$ cat src/rtl/cpu_mem_pkg.sv
`default_nettype none
// ============================================================================
//  Module   : cpu_mem_pkg
//  Purpose  : Types and widths shared by the unified-memory port arbiter
//             and its helpers: arbiter states, grant encoding, bus widths.
//  Revision : 1.0 - initial release
// ============================================================================
package cpu_mem_pkg;

    localparam int c_ADDR_W = 16;
    localparam int c_DATA_W = 16;

    // Arbiter sequencing states
    typedef enum logic [1:0] {
        IDLE = 2'd0,
        BUSY = 2'd1,
        DONE = 2'd2
    } arb_state_t;

    // Which CPU port owns the current memory access
    typedef enum logic {
        GNT_IF = 1'b0,
        GNT_DM = 1'b1
    } grant_t;

endpackage : cpu_mem_pkg
`default_nettype wire

$ cat src/rtl/mem_arb_wait_ctr.sv
`default_nettype none
// ============================================================================
//  Module   : mem_arb_wait_ctr
//  Purpose  : Loadable 4-bit wait-state down-counter with a zero flag.
//             Load has priority over decrement; decrement stops at zero.
//  Revision : 1.0 - initial release
// ============================================================================
module mem_arb_wait_ctr (
    input  logic       Clk,
    input  logic       Rst,
    input  logic       load,
    input  logic [3:0] load_val,
    input  logic       dec,
    output logic       zero
);

    logic [3:0] r_count;

    // Counter register: load new wait count, or count down toward zero
    always_ff @(posedge Clk or negedge Rst) begin
        if (!Rst) begin
            r_count <= 4'd0;
        end else if (load) begin
            r_count <= load_val;
        end else if (dec && (r_count != 4'd0)) begin
            r_count <= r_count - 4'd1;
        end
    end

    assign zero = (r_count == 4'd0);

endmodule : mem_arb_wait_ctr
`default_nettype wire

$ cat src/rtl/mem_port_arbiter.sv
`default_nettype none
// ============================================================================
//  Module   : mem_port_arbiter
//  Purpose  : Shares one single-ported 16-bit memory between the CPU fetch
//             (IF) and data (DM) ports. One access at a time, fixed wait
//             states, one-cycle ack, per-port stall outputs. DM has priority.
//  Options  : MEM_ARB_STARVE_GUARD_EN - when defined, forces an IF grant after
//             STARVE_LIMIT consecutive DM grants made while IF was waiting.
//  Revision : 1.0 - initial release
// ============================================================================
module mem_port_arbiter
    import cpu_mem_pkg::*;
#(
    parameter int WAIT_STATES  = 1,
    parameter int STARVE_LIMIT = 4
) (
    input  logic                Clk,
    input  logic                Rst,
    input  logic                if_req,
    input  logic [c_ADDR_W-1:0] if_addr,
    output logic [c_DATA_W-1:0] if_rdata,
    output logic                if_ack,
    input  logic                dm_req,
    input  logic                dm_we,
    input  logic [c_ADDR_W-1:0] dm_addr,
    input  logic [c_DATA_W-1:0] dm_wdata,
    output logic [c_DATA_W-1:0] dm_rdata,
    output logic                dm_ack,
    output logic                mem_en,
    output logic                mem_we,
    output logic [c_ADDR_W-1:0] mem_addr,
    output logic [c_DATA_W-1:0] mem_wdata,
    input  logic [c_DATA_W-1:0] mem_rdata,
    output logic                stall_if,
    output logic                stall_dm,
    output logic                busy
);

    // The counter is loaded with WAIT_STATES-1 so that BUSY lasts exactly
    // WAIT_STATES cycles (the zero cycle is the capture cycle).
    localparam logic [3:0] c_WAIT_LOAD = 4'(WAIT_STATES - 1);

    generate
        if (WAIT_STATES < 1 || WAIT_STATES > 15 ||
            STARVE_LIMIT < 1 || STARVE_LIMIT > 15) begin : g_bad_params
            $error("mem_port_arbiter: WAIT_STATES and STARVE_LIMIT must be 1..15");
        end
    endgenerate

    arb_state_t          r_state;
    arb_state_t          w_next;
    grant_t              r_grant;
    logic [c_ADDR_W-1:0] r_addr;
    logic [c_DATA_W-1:0] r_wdata;
    logic                r_we;
    logic [c_DATA_W-1:0] r_if_rdata;
    logic [c_DATA_W-1:0] r_dm_rdata;

    logic w_start;
    logic w_dec;
    logic w_capture;
    logic w_mem_en;
    logic w_if_ack;
    logic w_dm_ack;
    logic w_ctr_zero;
    logic w_pick_dm;

`ifdef MEM_ARB_STARVE_GUARD_EN
    localparam logic [3:0] c_STARVE_LIMIT = 4'(STARVE_LIMIT);

    logic [3:0] r_starve_cnt;
    logic       w_force_if;

    // IF has waited through enough DM grants: it wins this arbitration
    assign w_force_if = if_req && (r_starve_cnt == c_STARVE_LIMIT);
    assign w_pick_dm  = dm_req && !w_force_if;

    // Count DM grants that bypassed a waiting fetch; any IF grant or an
    // idle cycle without a fetch request restarts the count.
    always_ff @(posedge Clk or negedge Rst) begin
        if (!Rst) begin
            r_starve_cnt <= 4'd0;
        end else if (r_state == IDLE) begin
            if (!if_req) begin
                r_starve_cnt <= 4'd0;
            end else if (w_start) begin
                if (w_pick_dm) begin
                    r_starve_cnt <= r_starve_cnt + 4'd1;
                end else begin
                    r_starve_cnt <= 4'd0;
                end
            end
        end
    end
`else
    assign w_pick_dm = dm_req;
`endif

    // Wait-state timer for the access in flight
    mem_arb_wait_ctr u_wait_ctr (
        .Clk      (Clk),
        .Rst      (Rst),
        .load     (w_start),
        .load_val (c_WAIT_LOAD),
        .dec      (w_dec),
        .zero     (w_ctr_zero)
    );

    // State register
    always_ff @(posedge Clk or negedge Rst) begin
        if (!Rst) begin
            r_state <= IDLE;
        end else begin
            r_state <= w_next;
        end
    end

    // Next-state and per-state strobes
    always_comb begin
        w_next    = r_state;
        w_start   = 1'b0;
        w_dec     = 1'b0;
        w_capture = 1'b0;
        w_mem_en  = 1'b0;
        w_if_ack  = 1'b0;
        w_dm_ack  = 1'b0;
        case (r_state)
            IDLE: begin
                if (if_req || dm_req) begin
                    w_start = 1'b1;
                    w_next  = BUSY;
                end
            end
            BUSY: begin
                w_mem_en = 1'b1;
                if (w_ctr_zero) begin
                    w_capture = 1'b1;
                    w_next    = DONE;
                end else begin
                    w_dec = 1'b1;
                end
            end
            DONE: begin
                w_if_ack = (r_grant == GNT_IF);
                w_dm_ack = (r_grant == GNT_DM);
                w_next   = IDLE;
            end
            default: begin
                w_next = IDLE;
            end
        endcase
    end

    // Latch the winning request so input changes mid-access are ignored
    always_ff @(posedge Clk or negedge Rst) begin
        if (!Rst) begin
            r_grant <= GNT_IF;
            r_addr  <= '0;
            r_wdata <= '0;
            r_we    <= 1'b0;
        end else if (w_start) begin
            if (w_pick_dm) begin
                r_grant <= GNT_DM;
                r_addr  <= dm_addr;
                r_wdata <= dm_wdata;
                r_we    <= dm_we;
            end else begin
                r_grant <= GNT_IF;
                r_addr  <= if_addr;
                r_wdata <= '0;
                r_we    <= 1'b0;
            end
        end
    end

    // Capture read data for the granted port; writes leave rdata untouched
    always_ff @(posedge Clk or negedge Rst) begin
        if (!Rst) begin
            r_if_rdata <= '0;
            r_dm_rdata <= '0;
        end else if (w_capture && !r_we) begin
            if (r_grant == GNT_DM) begin
                r_dm_rdata <= mem_rdata;
            end else begin
                r_if_rdata <= mem_rdata;
            end
        end
    end

    assign mem_en    = w_mem_en;
    assign mem_we    = w_mem_en & r_we;
    assign mem_addr  = r_addr;
    assign mem_wdata = r_wdata;
    assign if_ack    = w_if_ack;
    assign dm_ack    = w_dm_ack;
    assign if_rdata  = r_if_rdata;
    assign dm_rdata  = r_dm_rdata;
    assign stall_if  = if_req & ~w_if_ack;
    assign stall_dm  = dm_req & ~w_dm_ack;
    assign busy      = (r_state != IDLE);

endmodule : mem_port_arbiter
`default_nettype wire

$ cat config.mk
export PLATFORM = sky130hd
export DESIGN_NAME = mem_port_arbiter
export DESIGN_NICKNAME = d
export VERILOG_FILES = /design/src/rtl/cpu_mem_pkg.sv /design/src/rtl/mem_arb_wait_ctr.sv /design/src/rtl/mem_port_arbiter.sv
export SDC_FILE = /design/constraint.sdc
export NUM_CORES = 1
export LEC_CHECK = 0
export BUFFER_PORTS_ARGS = -buffer_cell sky130_fd_sc_hd__buf_4
export CORE_MARGIN = 10
export CORE_UTILIZATION = 45
export CTS_CLUSTER_SIZE = 8
export DETAILED_ROUTE_END_ITERATION = 8
export GPL_ROUTABILITY_DRIVEN = 0
export PLACE_DENSITY = 0.9
export SYNTH_ARGS = -nofsm -noshare
export SYNTH_HDL_FRONTEND = slang
export SYNTH_SLANG_ARGS = --single-unit
$ cat constraint.sdc
create_clock -name Clk -period 2.85 [get_ports Clk]
set_input_delay 0.285 -clock Clk [delete_from_list [all_inputs] [get_ports Clk]]
set_output_delay 0.285 -clock Clk [all_outputs]
set_load 0.005 [all_outputs]
Word level (Yosys, flattened, before mapping)
Cells that the tools add are included.

Flip-flop bits (word level): 72. Bits in latches: 0. RAM bits: 0. Memory bits (read-only): 0. Output and inout bits: 71. Memories: 0.

$add $sub $neg: 1. $mul: 0. Div/mod/pow operators: 0. Order comparisons: 0. Eq/ne operators: 4. Shift-type cells: 0. Muxes and demuxes: 18. Bitwise gates (word level): 6. Reductions and logical operators: 12.

Operator list (count): 2-to-1 mux 16 bit (2); 2-to-1 mux 1 bit (11); 2-to-1 mux 4 bit (2); AND reduction 2 bit (3); zero test 4 bit (1); 2-to-1 mux 2 bit (2); one-hot mux 2 bit (2 select lines) (1); nonzero test 2 bit (2); nonzero test 4 bit (1); subtractor 4 x 1 -> 4 bit (second input constant) (1); bitwise AND 1 bit (3); inverter 1 bit (3); == test 2 x 1 -> 1 bit (second input constant) (1); == test 2 bit (second input constant) (1); logical AND 1 bit (2); zero test 2 bit (1); != test 2 x 1 -> 1 bit (second input constant) (1); != test 2 bit (second input constant) (1); zero test 1 bit (1); logical OR 1 bit (1).

Logic depth before layout (Yosys ltp)
Gate-level depths: netlist of run 1.

Depth in word-level cells: 6. Depth in mapped cells: 7. Gate-level depth less buffers: 5.

Cells and area by module
A second synthesis of run 1 with hierarchy kept.

Cell total of the unflattened synthesis: 205. Area, all modules: 3056.7 µm².

By module, submodules not included: mem_port_arbiter (times used 1, cells an instance 178, area an instance 2786.4 µm², seq. area each 1701.6 µm²); mem_arb_wait_ctr (times used 1, cells an instance 27, area an instance 270.3 µm², seq. area each 100.1 µm²).

Least setup slack after synthesis of run 1
Ideal clock, no wire load.

Path type: flip-flop to flip-flop. Start: register r_state[1]. End: register r_dm_rdata[10] (netlist: dm_rdata[10]). Library setup time: 125 ps. Arrival: 1880 ps. Data required time: 2725 ps. Slack: 845 ps. Cell stages (with the launch flop): 6. Buffers on the path: 2. Clock period less this slack: 2005 ps. Cell sequence: dfrtp_1 -> or3b_1 -> or4b_4 -> buf_6 -> buf_12 -> mux2_4.

Word-level cells in the longest chain between the ends: 4.

RTL lines: from (decl) (line mem_port_arbiter.sv:50) `arb_state_t r_state;`; from (signal assigned) (line mem_port_arbiter.sv:114) `r_state <= w_next;`; == test 2 x 1 -> 1 bit (line mem_port_arbiter.sv:127) `case (r_state)`; 2-to-1 mux 1 bit (line mem_port_arbiter.sv:127); logical AND 1 bit (line mem_port_arbiter.sv:181) `end else if (w_capture && !r_we) begin`; AND reduction 2 bit (no line); to (signal assigned) (line mem_port_arbiter.sv:183) `r_dm_rdata <= mem_rdata;`; to (decl) (line mem_port_arbiter.sv:57) `logic [c_DATA_W-1:0] r_dm_rdata;`.

Every way passes these cells. A chain may end at the register's enable or synchronous reset.

Final worst setup path of run 1
Start: register r_state[1]. End: register r_if_rdata[3] (netlist: if_rdata[3]).

Word-level cells in the longest chain between the ends: 4.

RTL lines: == test 2 x 1 -> 1 bit (line mem_port_arbiter.sv:127); 2-to-1 mux 1 bit (line mem_port_arbiter.sv:127); logical AND 1 bit (line mem_port_arbiter.sv:181); AND reduction 2 bit (no line); to (signal assigned) (line mem_port_arbiter.sv:185) `r_if_rdata <= mem_rdata;`; to (decl) (line mem_port_arbiter.sv:56) `logic [c_DATA_W-1:0] r_if_rdata;`.

Every way passes these cells.

==> impl_metrics.tcl, run 1 <==
set metrics [dict create \
    drc 0 \
    io_pins 140 \
    worstHoldPathType "in -> async" \
    critPathSlowestCell "or4_1" \
    syn_area_per_cell_um2 13.7 \
    final_layout_size_suffix_gt1_frac 0.533 \
    wl_per_cell_um 18.3 \
    fp.dieH_um 102 \
    fin_setup_tns_ns 0 \
    numCtsBuffers 9 \
    r2r-end "if_rdata[3]" \
    htreeDepth 3 \
    core-area_mm2 0.00642 \
    pwr-share-comb 0.429 \
    yosys.area.top_type "dfrtp_1" \
    power_frac_seq 0.409 \
    cts_root_buf "clkbuf_8" \
    vias_per_cell 5.19 \
    clock_latency_ns 0.34 \
    syn_nets 291 \
    drtPass1Iterations 4 \
    place_hpwl_um 6230 \
    syn_to_final_growth_pct 41.1 \
    postRouteAntennaNets 0 \
    crit_fanout 16 \
    crit_type "reg -> reg" \
    max_stage_delay_ns 0.84 \
    worst_setup_path_start_kind "register" \
    timing.final.crit_period_ns 2.23 \
    pre_cts_ws_ns 0.649 \
    ys_seq_area_frac 0.598 \
    syn-instance-count 220 \
    tritoncts "done" \
    rows 29 \
    status "complete, no violations" \
    routed-via-count 2290 \
    power.share.switching 0.321 \
    clkSinkCount 72 \
    finalClockSkew_ns 0.0103 \
    initial_core_util 0.469 \
    critPathCaptureType "register" \
    p_sw_mw 1.38 \
    rsz0062_at_grt "false" \
    r2r_start "r_state[1]" \
    synth_seq_cells 72 \
    finalNetCount 430 \
    grt_max_degree 73 \
    crit_end "if_rdata[3]" \
    cts-resized-gates 0 \
    cts_setup_buffers 0 \
    grt_pass1_vias 2423 \
    ys_types 33 \
    cp_data_arrival_time_ns 2.46 \
    drv_slew 0 \
    die-area_mm2 0.0104 \
    p_leak_nw 2.15 \
    worst-slew-pin-transition_ns 0.856 \
    fin_area_mm2 0.00425 \
    r2r_setup_slack_ns 0.62 \
    r2r_cells 3 \
    final-hold-violation-count 0 \
    crit_start "r_state[1]" \
    die_w_um 102 \
    antenna_found_initial 0 \
    fin_ws_ns 0.621 \
    port-buffer-count 139 \
    num_antenna_cells 0 \
    peakVddDrop_uv 587 \
    crit_chain "or3b_1, or4_1, mux2_4" \
    grt.overflow.total 0 \
    clkPwrFrac 0.162 \
    worstPathRequired_ns 3.08 \
    intPower_mw 2.92 \
    setup_viol 0 \
    grt_first_pass_wirelength_um 12300 \
    synth_top_area_share 0.598 \
    drt_iter0_drc 85 \
    grtUsageTotal 0.150 \
    max_slew_margin 0.429 \
    wl_um 8080 \
    maxCapViolations 0 \
    clock.fmax_ghz 0.449 \
    cts_buffer_depth 2 \
    place_area_mm2 0.00408 \
    hold_buffers 0 \
    p_total_mw 4.31 \
    syn-cell-area_mm2 0.00301 \
    synth_area_leaders "dfrtp_1 60%, mux2_2 7.8%, o21ai_0 6.0%, mux2i_1 5.6%, mux2_4 5.5%" \
    fin_crit_sh 0.782 \
    path_clk_slew_ns 0.08 \
    power.density_mw_per_mm2 1010 \
    ys_warn_count 0 \
]
==> per-stage QoR <==
| stage | cells | hold WS (ns) | util |
|---|---|---|---|
| final | 441 | 0.0579 | 0.662 |
| after global routing | 441 | 0.134 | 0.662 |
| after CTS | 441 | 0.0841 | 0.662 |
| after detailed placement | 425 | 0.460 | 0.635 |
| after global placement | 425 | 0.452 | 0.635 |
| after floorplan | 220 | -0.0106 | - |
==> state kept, by name (all words and copies together) (netlist names) <==
signal and flops:
u_wait_ctr.r_count 4, mem_addr 16, mem_wdata 16, r_grant 1, r_we 1, r_state 2
dm_rdata 16, if_rdata 16
==> worst max-delay path: cells and delay by family, from the launching register on <==
family,cells,cell delay [ns]
and+or+nand+nor,2,1.28
DFF,1,0.42
muxes,1,0.42
==> power groups by stage <==
stage / combinational [mW] / sequential (mW) / clock [mW]
floorplan: 0.856 / 1.77 / 0
global placement: 1.81 / 1.75 / 0
detailed placement: 1.88 / 1.78 / 0
CTS: 1.88 / 1.76 / 0.714
global route: 2.02 / 1.82 / 0.754
finish: 1.85 / 1.76 / 0.695
==> layout by cell type, fill, tap and decap left out, drive strengths merged, types with 3 or more instances in the layout <==
cell and n:
buf 141, o21ai 37, inv 5, a22o 17, mux2 32, clkbuf 9
mux2i 17, dfrtp 72, nor2 3, clkinv 5
==> how the worst min path moves through the flow <==
stage | endpoint | slack, ns | cells past startpoint
after floorplan | dm_rdata[0] | -0.01 | 0
after detailed placement | dm_rdata[6] | 0.46 | 1
final | dm_rdata[8] | 0.06 | 1
after CTS | dm_rdata[6] | 0.08 | 1
after global routing | dm_rdata[6] | 0.13 | 1
after global placement | dm_rdata[9] | 0.45 | 1
==> synthesized netlist by cell type (all sizes together) <==
| library cell | instances |
|---|---|
| dfrtp | 72 |
| o21ai | 37 |
| mux2 | 32 |
| a22o | 17 |
| mux2i | 17 |
| clkbuf | 8 |
| buf | 5 |
| inv | 4 |
| nor2 | 3 |
| and2 | 2 |
| ha | 2 |
| nand2 | 2 |
| nor2b | 2 |
| nor3 | 2 |
| nor3b | 2 |
| a21boi | 1 |
| a21o | 1 |
| a31o | 1 |
| and3b | 1 |
| clkinv | 1 |
| nand2b | 1 |
| nand4b | 1 |
| o221ai | 1 |
| or2 | 1 |
| or2b | 1 |
| or3b | 1 |
| or4 | 1 |
| or4b | 1 |
==> layout make-up <==
cell class | instances | area [um2]
tap | 77 | 96.3
multi-input combinational | 130 | 1100
clock inverter | 7 | 47.5
sequential | 72 | 1800
fill | 486 | 2170
inverter | 5 | 18.8
clock buffer | 9 | 124
timing repair buffer | 141 | 1060
==> logic make-up after synthesis <==
group                      Yosys count  synth area share
DFF                                 72             0.598
AOI/OAI and AO/OA                   58             0.122
muxes                               49             0.190
and+or+nand+nor                     21            0.0457
buffers and inverters               18            0.0365
adders and majority gates            2           0.00830
==> metal layers <==
layer / global-route usage / vias up / share of wire
met5: 0 / - / 0
met4: 0.0683 / 0 / 0.016
met3: 0.0661 / 11 / 0.12
met2: 0.221 / 121 / 0.43
met1: 0.187 / 1089 / 0.44
li1: - / 1069 / -
No activity file was read; power rests on OpenSTA's default activity.
==> run 2: changes to the inputs <==
--- a/config.mk
+++ b/config.mk
@@ -7,11 +7,11 @@
 export LEC_CHECK = 0
 export BUFFER_PORTS_ARGS = -buffer_cell sky130_fd_sc_hd__buf_4
 export CORE_MARGIN = 10
-export CORE_UTILIZATION = 45
+export CORE_UTILIZATION = 42
 export CTS_CLUSTER_SIZE = 8
 export DETAILED_ROUTE_END_ITERATION = 8
 export GPL_ROUTABILITY_DRIVEN = 0
-export PLACE_DENSITY = 0.9
+export PLACE_DENSITY = 0.88
 export SYNTH_ARGS = -nofsm -noshare
 export SYNTH_HDL_FRONTEND = slang
 export SYNTH_SLANG_ARGS = --single-unit
==> constraint.sdc (replaced) <==
create_clock -name Clk -period 1.9 [get_ports Clk]
set_input_delay 0.19 -clock Clk [delete_from_list [all_inputs] [get_ports Clk]]
set_output_delay 0.19 -clock Clk [all_outputs]
set_load 0.005 [all_outputs]
==> impl_metrics.tcl, run 2 (synthesis results as in run 1) <==
set metrics [dict create \
    grt_pass1_vias 2637 \
    crit_type "reg -> reg" \
    die_w_um 105 \
    antenna_found_initial 0 \
    numCtsBuffers 9 \
    layout_common_cells "150 x buf_4, 72 x dfrtp_1, 36 x o21ai_0" \
    crit_chain "or3b_4, or4b_4, mux2_4" \
    syn_to_final_growth_pct 51.1 \
    drc 0 \
    drt_iter0_drc 80 \
    power.density_mw_per_mm2 1590 \
    path_clk_slew_ns 0.08 \
    worst-slew-pin-transition_ns 1.03 \
    status "complete, no violations" \
    clkSinkCount 72 \
    htreeDepth 3 \
    clock.fmax_ghz 0.526 \
    worst_setup_path_start_kind "register" \
    met2_usage 0.239 \
    port-buffer-count 139 \
    pre_cts_ws_ns -0.0370 \
    pwr-share-comb 0.413 \
    finalNetCount 444 \
    p_sw_mw 2.15 \
    core-area_mm2 0.00687 \
    worstPathRequired_ns 2.12 \
    drv_slew 0 \
    tritoncts "done" \
    die-area_mm2 0.0110 \
    cts_buffer_depth 2 \
    cts_root_buf "clkbuf_8" \
    power_frac_seq 0.369 \
    grt_max_degree 38 \
    final_layout_size_suffix_gt1_frac 0.558 \
    p_total_mw 7.23 \
    maxCapViolations 0 \
    drtPass1Iterations 4 \
    rsz0062_at_grt "true" \
    grt.overflow.total 0 \
    grt-busiest-layer "met2" \
    clkPwrFrac 0.219 \
    max_stage_delay_ns 0.64 \
    layout_commonest_cell "buf_4" \
    fin_ws_ns 0.0000675 \
    finalClockSkew_ns 0.0102 \
    met3_usage 0.0534 \
    routed-via-count 2369 \
    grtUsageTotal 0.152 \
    final-hold-violation-count 0 \
    crit_buf_inv 0 \
    place_hpwl_um 6340 \
    postRouteAntennaNets 0 \
    max_slew_margin 0.309 \
    num_antenna_cells 0 \
    setup_viol 0 \
    placed_cells 453 \
    worstHoldPathType "in -> reg" \
    p_leak_nw 2.29 \
    vias_per_cell 5.00 \
    grt_first_pass_wirelength_um 13600 \
    rows 30 \
    intPower_mw 5.07 \
    clock_latency_ns 0.34 \
    peakVddDrop_uv 692 \
    fp.dieH_um 105 \
    io_pins 140 \
    critPathSlowestCell "or4b_4" \
    cp_data_arrival_time_ns 2.12 \
    timing.final.crit_period_ns 1.90 \
    power.share.switching 0.298 \
    grtUsageMet1 0.188 \
    wl_um 8610 \
    crit_fanout 8 \
    wl_per_cell_um 18.2 \
    fin_crit_sh 1.00 \
    crit_family "simple AND/OR/NAND/NOR gates" \
    stdcell_count 474 \
    initial_core_util 0.439 \
    critPathCaptureType "register" \
]
==> run 2: per-layer routing <==
metal  share of wire  vias up
li1                -     1104
met1            0.44     1151
met2            0.47      106
met3           0.079        8
met4          0.0099        0
met5               0        -
==> run 2: power groups by stage <==
stage	Sequential [mW]	Combinational [mW]	Clock, mW
2_1_floorplan	2.66	1.29	0
3_5_place_dp	2.67	2.95	0
6_report	2.66	2.98	1.58
4_1_cts	2.66	2.98	1.62
5_1_grt	2.75	3.27	1.68
3_3_place_gp	2.63	2.85	0
==> run 2: worst paths after layout <==
kind	from	end	slack, ns	depth (start not counted)
setup / recovery	u_wait_ctr.r_count[2]	dm_rdata[14]	0.00007	3
hold / removal	dm_wdata[11]	mem_wdata[11]	0.06	2
setup reg to reg	u_wait_ctr.r_count[2]	dm_rdata[14]	0.00007	3
hold reg to reg	mem_wdata[11]	mem_wdata[11]	0.51	1
max in group asynchronous	Rst	mem_wdata[1]	1.00	3
min in group asynchronous	Rst	dm_rdata[8]	0.35	2
==> run 2: what timing repair did <==
item	in CTS	in global routing
hold buffers	1	0
endpoints found under the setup margin	16	29
endpoints found under the hold margin	35	0
gates cloned	1	1
pin swaps	1	3
buffers inserted	2	0
gates resized for setup	2	6
==> run 2: worst register-to-register path: stages (launching register included) <==
cell	delay, ns
dfrtp_1	0.38
or3b_4	0.42
or4b_4	0.64
mux2_4	0.34
==> run 2: layout make-up <==
type,count,area (um2)
fillers,524,2320
clock buffers,9,124
clock inverters,7,143
inverters,5,18.8
flip-flops and latches,72,1800
repair buffers,154,1200
multi-input cells,131,1140
well taps,96,120
==> run 2: through the flow <==
step | instance area [um2] | hold WS [ns] | utilization | setup TNS [ns]
2_1_floorplan | 3020 | -0.106 | - | -1.24
3_3_place_gp | 4190 | 0.170 | 0.609 | -0.0600
3_5_place_dp | 4190 | 0.177 | 0.609 | -0.352
4_1_cts | 4500 | 0.0507 | 0.654 | 0
5_1_grt | 4550 | 0.0494 | 0.663 | -0.168
6_report | 4550 | 0.0605 | 0.663 | 0
==> run 3: changes to the inputs <==
--- a/config.mk
+++ b/config.mk
@@ -11,6 +11,7 @@
 export CTS_CLUSTER_SIZE = 8
 export DETAILED_ROUTE_END_ITERATION = 8
 export GPL_ROUTABILITY_DRIVEN = 0
+export MAX_ROUTING_LAYER = met4
 export PLACE_DENSITY = 0.88
 export SYNTH_ARGS = -nofsm -noshare
 export SYNTH_HDL_FRONTEND = slang
==> impl_metrics.tcl, run 3 (synthesis results as in run 1) <==
set metrics [dict create \
    pwr-share-comb 0.413 \
    postRouteAntennaNets 0 \
    layout_commonest_cell "buf_4" \
    r2r_start "u_wait_ctr.r_count[2]" \
    clkPwrFrac 0.219 \
    r2r-end "dm_rdata[14]" \
    worst_setup_path_start_kind "register" \
    worstHoldPathType "in -> reg" \
    numCtsBuffers 9 \
    worst-slew-pin-transition_ns 1.05 \
    worstPathRequired_ns 2.12 \
    power.share.switching 0.298 \
    peakVddDrop_uv 694 \
    critPathCaptureType "register" \
    vias_per_cell 4.99 \
    whs_endpoint "mem_wdata[11]" \
    placed_cells 453 \
    p_sw_mw 2.16 \
    place_hpwl_um 6340 \
    grt_first_pass_wirelength_um 13600 \
    crit_type "reg -> reg" \
    drtPass1Iterations 4 \
    wl_um 8620 \
    grt.overflow.total 0 \
    grt_max_degree 38 \
    finalClockSkew_ns 0.0102 \
    clock_latency_ns 0.34 \
    drt_iter0_drc 85 \
    num_antenna_cells 0 \
    tritoncts "done" \
    layout_common_cells "150 x buf_4, 72 x dfrtp_1, 36 x o21ai_0" \
    port-buffer-count 139 \
    timing.final.crit_period_ns 1.90 \
    io_pins 140 \
    die_w_um 105 \
    routed-via-count 2366 \
    maxCapViolations 0 \
    drv_slew 0 \
    finalNetCount 444 \
    final-hold-violation-count 0 \
    rsz0062_at_grt "true" \
    clock.fmax_ghz 0.527 \
    power.density_mw_per_mm2 1590 \
    hold_path_depth 2 \
    cts_root_buf "clkbuf_8" \
    wl_per_cell_um 18.2 \
    syn_to_final_growth_pct 51.1 \
    fin_crit_sh 0.999 \
    cts_buffer_depth 2 \
    power_frac_seq 0.369 \
    final_layout_size_suffix_gt1_frac 0.558 \
    stdcell_count 474 \
    htreeDepth 3 \
    p_leak_nw 2.29 \
    rows 30 \
    grtUsageTotal 0.156 \
    fin_setup_tns_ns 0 \
    intPower_mw 5.07 \
    min_from "dm_wdata[11]" \
    drc 0 \
    cp_data_arrival_time_ns 2.12 \
    r2r_cells 3 \
    r2r_setup_slack_ns 0.001 \
    n_fill_cell 524 \
    whs_ns 0.0601 \
    core-area_mm2 0.00687 \
    max_slew_margin 0.297 \
    clkSinkCount 72 \
    grt_pass1_vias 2640 \
    die-area_mm2 0.0110 \
    fp.dieH_um 105 \
    antenna_found_initial 0 \
    initial_core_util 0.439 \
    status "complete, no violations" \
    path_clk_slew_ns 0.08 \
    setup_viol 0 \
    crit_fanout 8 \
]
-- run 3: worst max path at each step --
stage	cells past startpoint	to	startpoint
after global routing	3	dm_rdata[7]	u_wait_ctr.r_count[2]
after detailed placement	3	dm_rdata[9]	r_state[1]
after CTS	4	if_rdata[3]	r_state[1]
after floorplan	5	dm_rdata[10]	r_state[1]
after global placement	3	dm_rdata[10]	r_state[1]
final	3	dm_rdata[14]	u_wait_ctr.r_count[2]
-- run 3: through the flow --
stage	total power [mW]	cell area [um2]	worst slack [ns]	util
after floorplan	3.95	3020	-0.0933	-
after global placement	5.48	4190	-0.00675	0.609
after detailed placement	5.62	4190	-0.0370	0.609
after CTS	7.26	4500	0.000930	0.654
after global routing	7.70	4550	-0.0255	0.663
final	7.23	4550	0.00124	0.663
-- run 3: layout make-up --
cell class | instances | area (um2) | share of cell area
repair buffers | 154 | 1200 | 0.264
well taps | 96 | 120 | 0.0264
clock buffers | 9 | 124 | 0.0272
clock inverters | 7 | 143 | 0.0313
inverters | 5 | 18.8 | 0.00412
flip-flops and latches | 72 | 1800 | 0.396
multi-input cells | 131 | 1140 | 0.251
-- run 3: worst max-delay path, stage by stage (launching register included) --
cell and delay, ns:
dfrtp_1 0.38, or3b_4 0.42, or4b_4 0.64, mux2_4 0.34
-- run 3: power groups by stage --
stage          Clock, mW  Combinational (mW)  Sequential, mW
2_1_floorplan          0                1.29            2.66
3_3_place_gp           0                2.85            2.63
3_5_place_dp           0                2.95            2.67
4_1_cts             1.62                2.98            2.66
5_1_grt             1.68                3.26            2.75
6_report            1.58                2.98            2.66
-- run 3: per-layer routing --
layer  routed length (um)  share of wire  track usage
met1                 3980           0.46        0.196
met2                 4050           0.47        0.239
met3                  496          0.058       0.0424
met4                   97          0.011       0.0529
met5                    0              0            -
-- run 3: timing repair --
action | in CTS | in global routing
buffers inserted | 2 | 0
pin swaps | 1 | 3
endpoints found under the setup margin | 16 | 29
endpoints found under the hold margin | 35 | 0
hold buffers | 1 | 0
resized for setup | 2 | 6
gates cloned | 1 | 1
